==> src/rtl/sdram_pkg.sv <==
// Shared SDRAM definitions: bus widths, command encodings {cs_n,ras_n,cas_n,we_n}
// and the arbiter state type.
package sdram_pkg;

  localparam int unsigned ADDR_W = 13;
  localparam int unsigned BA_W   = 2;
  localparam int unsigned DQ_W   = 16;

  localparam logic [3:0] CMD_MRS       = 4'b0000;
  localparam logic [3:0] CMD_REFRESH   = 4'b0001;
  localparam logic [3:0] CMD_PRECHARGE = 4'b0010;
  localparam logic [3:0] CMD_ACTIVE    = 4'b0011;
  localparam logic [3:0] CMD_WRITE     = 4'b0100;
  localparam logic [3:0] CMD_READ      = 4'b0101;
  localparam logic [3:0] CMD_BSTOP     = 4'b0110;
  localparam logic [3:0] CMD_NOP       = 4'b0111;

  typedef enum logic [2:0] {
    ST_INIT    = 3'd0,
    ST_IDLE    = 3'd1,
    ST_REFRESH = 3'd2,
    ST_WRITE   = 3'd3,
    ST_READ    = 3'd4
  } arb_state_t;

endpackage

==> src/rtl/sdram_arbit.sv <==
// SDRAM command bus arbiter: init owns the bus until done, then refresh (fixed
// priority) and write/read (round-robin) are granted one at a time.
module sdram_arbit
  import sdram_pkg::*;
#(
  parameter int unsigned ADDR_W = sdram_pkg::ADDR_W,
  parameter int unsigned BA_W   = sdram_pkg::BA_W,
  parameter int unsigned DQ_W   = sdram_pkg::DQ_W
) (
  input  logic              sysclk_100M,
  input  logic              rst_n,
  input  logic              init_end,
  input  logic [3:0]        init_cmd,
  input  logic [BA_W-1:0]   init_ba,
  input  logic [ADDR_W-1:0] init_addr,
  input  logic              refresh_req,
  output logic              refresh_ack,
  input  logic              refresh_end,
  input  logic [3:0]        refresh_cmd,
  input  logic              write_req,
  output logic              write_ack,
  input  logic              write_end,
  input  logic [3:0]        write_cmd,
  input  logic [BA_W-1:0]   write_ba,
  input  logic [ADDR_W-1:0] write_addr,
  input  logic [DQ_W-1:0]   write_dq,
  input  logic              write_dq_oe,
  input  logic              read_req,
  output logic              read_ack,
  input  logic              read_end,
  input  logic [3:0]        read_cmd,
  input  logic [BA_W-1:0]   read_ba,
  input  logic [ADDR_W-1:0] read_addr,
  output logic [3:0]        sdram_cmd,
  output logic [BA_W-1:0]   sdram_ba,
  output logic [ADDR_W-1:0] sdram_addr,
  output logic [DQ_W-1:0]   sdram_dq_out,
  output logic              sdram_dq_oe
);

  arb_state_t r_state;
  arb_state_t w_next_state;
  logic       r_last_wr;
  logic       r_refresh_ack;
  logic       r_write_ack;
  logic       r_read_ack;

  always_comb begin
    w_next_state = r_state;
    unique case (r_state)
      ST_INIT:    if (init_end) w_next_state = ST_IDLE;
      ST_IDLE: begin
        if (refresh_req)              w_next_state = ST_REFRESH;
        else if (write_req && read_req) w_next_state = r_last_wr ? ST_READ : ST_WRITE;
        else if (write_req)           w_next_state = ST_WRITE;
        else if (read_req)            w_next_state = ST_READ;
      end
      ST_REFRESH: if (refresh_end) w_next_state = ST_IDLE;
      ST_WRITE:   if (write_end)   w_next_state = ST_IDLE;
      ST_READ:    if (read_end)    w_next_state = ST_IDLE;
      default:    w_next_state = ST_INIT;
    endcase
  end

  // Acks are registered on the grant edge so they mark the first cycle of the grant.
  always_ff @(posedge sysclk_100M or negedge rst_n) begin
    if (!rst_n) begin
      r_state       <= ST_INIT;
      r_last_wr     <= 1'b0;
      r_refresh_ack <= 1'b0;
      r_write_ack   <= 1'b0;
      r_read_ack    <= 1'b0;
    end else begin
      r_state       <= w_next_state;
      r_refresh_ack <= (r_state == ST_IDLE) && (w_next_state == ST_REFRESH);
      r_write_ack   <= (r_state == ST_IDLE) && (w_next_state == ST_WRITE);
      r_read_ack    <= (r_state == ST_IDLE) && (w_next_state == ST_READ);
      if (r_state == ST_WRITE && write_end)    r_last_wr <= 1'b1;
      else if (r_state == ST_READ && read_end) r_last_wr <= 1'b0;
    end
  end

  assign refresh_ack = r_refresh_ack;
  assign write_ack   = r_write_ack;
  assign read_ack    = r_read_ack;

  always_comb begin
    sdram_cmd    = CMD_NOP;
    sdram_ba     = '0;
    sdram_addr   = '0;
    sdram_dq_out = '0;
    sdram_dq_oe  = 1'b0;
    unique case (r_state)
      ST_INIT: begin
        sdram_cmd  = init_cmd;
        sdram_ba   = init_ba;
        sdram_addr = init_addr;
      end
      ST_REFRESH: sdram_cmd = refresh_cmd;
      ST_WRITE: begin
        sdram_cmd    = write_cmd;
        sdram_ba     = write_ba;
        sdram_addr   = write_addr;
        sdram_dq_out = write_dq;
        sdram_dq_oe  = write_dq_oe;
      end
      ST_READ: begin
        sdram_cmd  = read_cmd;
        sdram_ba   = read_ba;
        sdram_addr = read_addr;
      end
      default: ;
    endcase
  end

endmodule

==> config.mk <==
export PLATFORM = sky130hd
export DESIGN_NAME = sdram_arbit
export DESIGN_NICKNAME = d
export VERILOG_FILES = /design/src/rtl/sdram_pkg.sv /design/src/rtl/sdram_arbit.sv
export SDC_FILE = /design/constraint.sdc
export NUM_CORES = 1
export LEC_CHECK = 0
export ABC_AREA = 1
export BUFFER_PORTS_ARGS = -buffer_cell sky130_fd_sc_hd__buf_2
export CAP_MARGIN = 25
export CORE_MARGIN = 2
export CORE_UTILIZATION = 31
export CTS_CLUSTER_SIZE = 25
export DETAILED_ROUTE_END_ITERATION = 12
export PLACE_DENSITY = 0.8
export SLEW_MARGIN = 20
export SYNTH_ARGS = -nofsm -noshare
export SYNTH_HDL_FRONTEND = slang
export SYNTH_SLANG_ARGS = --single-unit
==> constraint.sdc <==
create_clock -name sysclk_100M -period 1.25 [get_ports sysclk_100M]
set_input_delay 0.0625 -clock sysclk_100M [delete_from_list [all_inputs] [get_ports sysclk_100M]]
set_output_delay 0.0625 -clock sysclk_100M [all_outputs]
set_load 0.01 [all_outputs]
==> results.toml <==
[cells_and_area]
syn_to_final_growth_pct = 115
final_area_um2 = 2060
fin_util_pct = 68.6
multi_input_area_um2 = 748
layout.nets = 414
final_common_cell = "buf_2"
drive_above_1_share_pct = 58.3
antenna_cells = 0
fillers = 265
most-common-layout-cells = "buf_2, nand2_1, inv_1"
final_cells = 359
ff_latch_area_um2 = 178

[placement]
dp_cells = 342
place.gp.congestion = 0.789
dp_hpwl_um = 2630
placed_cell_area_um2 = 1680
io_buffers = 125

[clock_tree]
cts_tree = "built"
root_buffer = "clkbuf_4"
htreeDepth = 1
cts_buffers = 3
clock_latency_ns = 0.25
clockBufferDepth = 2
clock-sinks = 7
clk_pin_slew_ns = 0.05

[setup_path]
cp_slowest_cell = "dfrtp_2"
crit_chain = "inv_2 -> nand2_4 -> nor2_4 -> buf_12 -> nand2_1 -> nand3_1 -> buf_2"
path_max_fanout = 15
crit_arrival_ns = 1.43
worst_ep_required_time_ns = 1.19
critical_path.max_stage_delay_ns = 0.44
end_kind = "output port"
worst-setup-path-type = "register to output port"
cp-start-kind = "register"

[floorplan]
num_rows = 20
coreArea_um2 = 3000
ioPinCount = 126
initial_core_util_pct = 31.9
die_w_um = 59.6
die_h_um = 59.6
die-area_um2 = 3550

[pwr]
switchingPower_uw = 1700
leakagePower_uw = 0.00124
pwr-share-seq_pct = 11.1
power.internal_uw = 1820
clkPwrFrac_pct = 5.9
swShare_pct = 48.3
p_comb_share_pct = 82.9
powerDensity_nw_per_um2 = 1710
vdd_drop_max_mv = 1.25

[global_route]
grt_pass1_vias = 1220
grt_start_max_net_pins = 16
grt.total_usage_pct = 18.5
antenna_found_initial = 0
grt_pass1_wl_um = 5130
grt.overflow.total = 0

[sta]
relSlewSlack_pct = 83.9
final.setup_skew_ns = 0.00364
grt_setup_unrepaired = "true"
setup_viol = 36
fin_setup_tns_ns = -5.75
whs_ns = 0.0555
hold_viol_final = 0
worst_slew_pin_slew_ns = 0.240
fmax_mhz = 672
slew_violations = 0
min_period_ns = 1.49
setup_ws_ns = -0.238
fin_crit_sh_pct = 119

[route]
drt_iter0_markers = 78
vias = 1641
wl_per_cell_um = 10.9
wirelength_um = 3930
ant_nets = 0
post-route-drc-count = 0
vias_per_cell = 4.57
drtPass1Iterations = 7

[synthesis]
synth.distinct_cells = 21
ys_ff_latch = 7
syn_area_per_cell_um2 = 5.35
synth-seq-area-share_pct = 18.3
synthesis.instances = 179
synth_area_um2 = 957
ys_warn_count = 0
syn_nets = 266

[outcome]
outcome = "finished, violations left"
violations = "negative setup slack"

[hold_path]
hold_class = "input pin to register"

[flow_run]
drv_cap = 0
## layer usage
metal	vias up	part of all wire, %	track usage, %	wire length (um)
met5	-	0	0	0
li1	837	-	-	-
met1	716	38	22.9	1500
met3	6	7.8	2.62	305
met4	0	1.1	3.49	42
met2	82	53	34.1	2090
## per-stage QoR
stage | power, uW | worst slack, ns
floorplan | 1720 | 0.0822
global placement | 2610 | -0.0106
detailed placement | 2640 | -0.0669
CTS | 3310 | -0.232
global route | 3830 | -0.337
finish | 3530 | -0.238
## cells by family (layout without fill, tap and decap cells)
group,after synthesis,after routing,share of synthesized area (%)
simple gates,129,129,60.1
buf+inv,37,184,18.2
flops,7,7,18.3
compound gates,6,6,3.40
## power groups by stage
stage               clock [uW]  sequential (uW)  combinational, uW
floorplan                    0              403               1310
global placement             0              389               2220
detailed placement           0              393               2240
CTS                        210              390               2710
global route               232              403               3200
finish                     209              393               2930
## critical path: cells and delay by family (launching register included)
family / cells / cell delay [ns]
buf+inv: 3 / 0.38
flops: 1 / 0.44
simple gates: 4 / 0.34
## layout make-up
type	count	area share (%)
Clock buffer	4	1.28
Inverter	31	5.77
Multi-Input combinational cell	135	36.3
Sequential cell	7	8.62
Tap cell	33	2.00
Timing Repair Buffer	149	46.0
## flip-flops by register name, summed over array words and instances, names as in the netlist
| signal | cells |
|---|---|
| read_ack | 1 |
| write_ack | 1 |
| refresh_ack | 1 |
| r_state | 3 |
| r_last_wr | 1 |
## synthesized netlist by cell type
cell type  instances  share of area, %
nand2_1           74                29
nand2_2            2               1.3
inv_4              1              0.65
buf_2              2               1.0
nand4_1            5               3.3
buf_8              1               1.6
dfrtp_1            7                18
inv_2              1              0.39
buf_6              2               2.4
nor2_4             3               3.5
nand3_4            1               1.8
a21oi_1            1              0.52
nor2_2             1              0.65
buf_4              1              0.78
nand3b_1           1              0.78
inv_1             29                11
nor2_1            22               8.6
nand2_4            1               1.2
o211ai_1           1              0.78
o21ai_0            4               2.1
nand3_1           19               9.9
## final timing paths
kind,endpoint,from,slack (ns),depth (start not counted)
setup / recovery,sdram_addr[1],r_state[1]$_DFF_PN0_,-0.24,7
hold / removal,r_state[1]$_DFF_PN0_,refresh_end,0.06,2
setup reg to reg,refresh_ack$_DFF_PN0_,r_state[0]$_DFF_PN0_,-0.06,7
hold reg to reg,r_last_wr$_DFFE_PN0P_,r_last_wr$_DFFE_PN0P_,0.52,2
max in group asynchronous,r_state[1]$_DFF_PN0_,rst_n,0.89,2
min in group asynchronous,refresh_ack$_DFF_PN0_,rst_n,0.18,2
## what timing repair did
item                                   4_1_cts  5_1_grt
resized for setup                           18       53
setup buffers                               10        3
hold buffers                                 1        0
cloned                                       2        0
endpoints found under the hold margin        7        0
setup endpoints to repair                   37       43
pin swaps                                    2        7
Power figures use the tool's default switching activity.
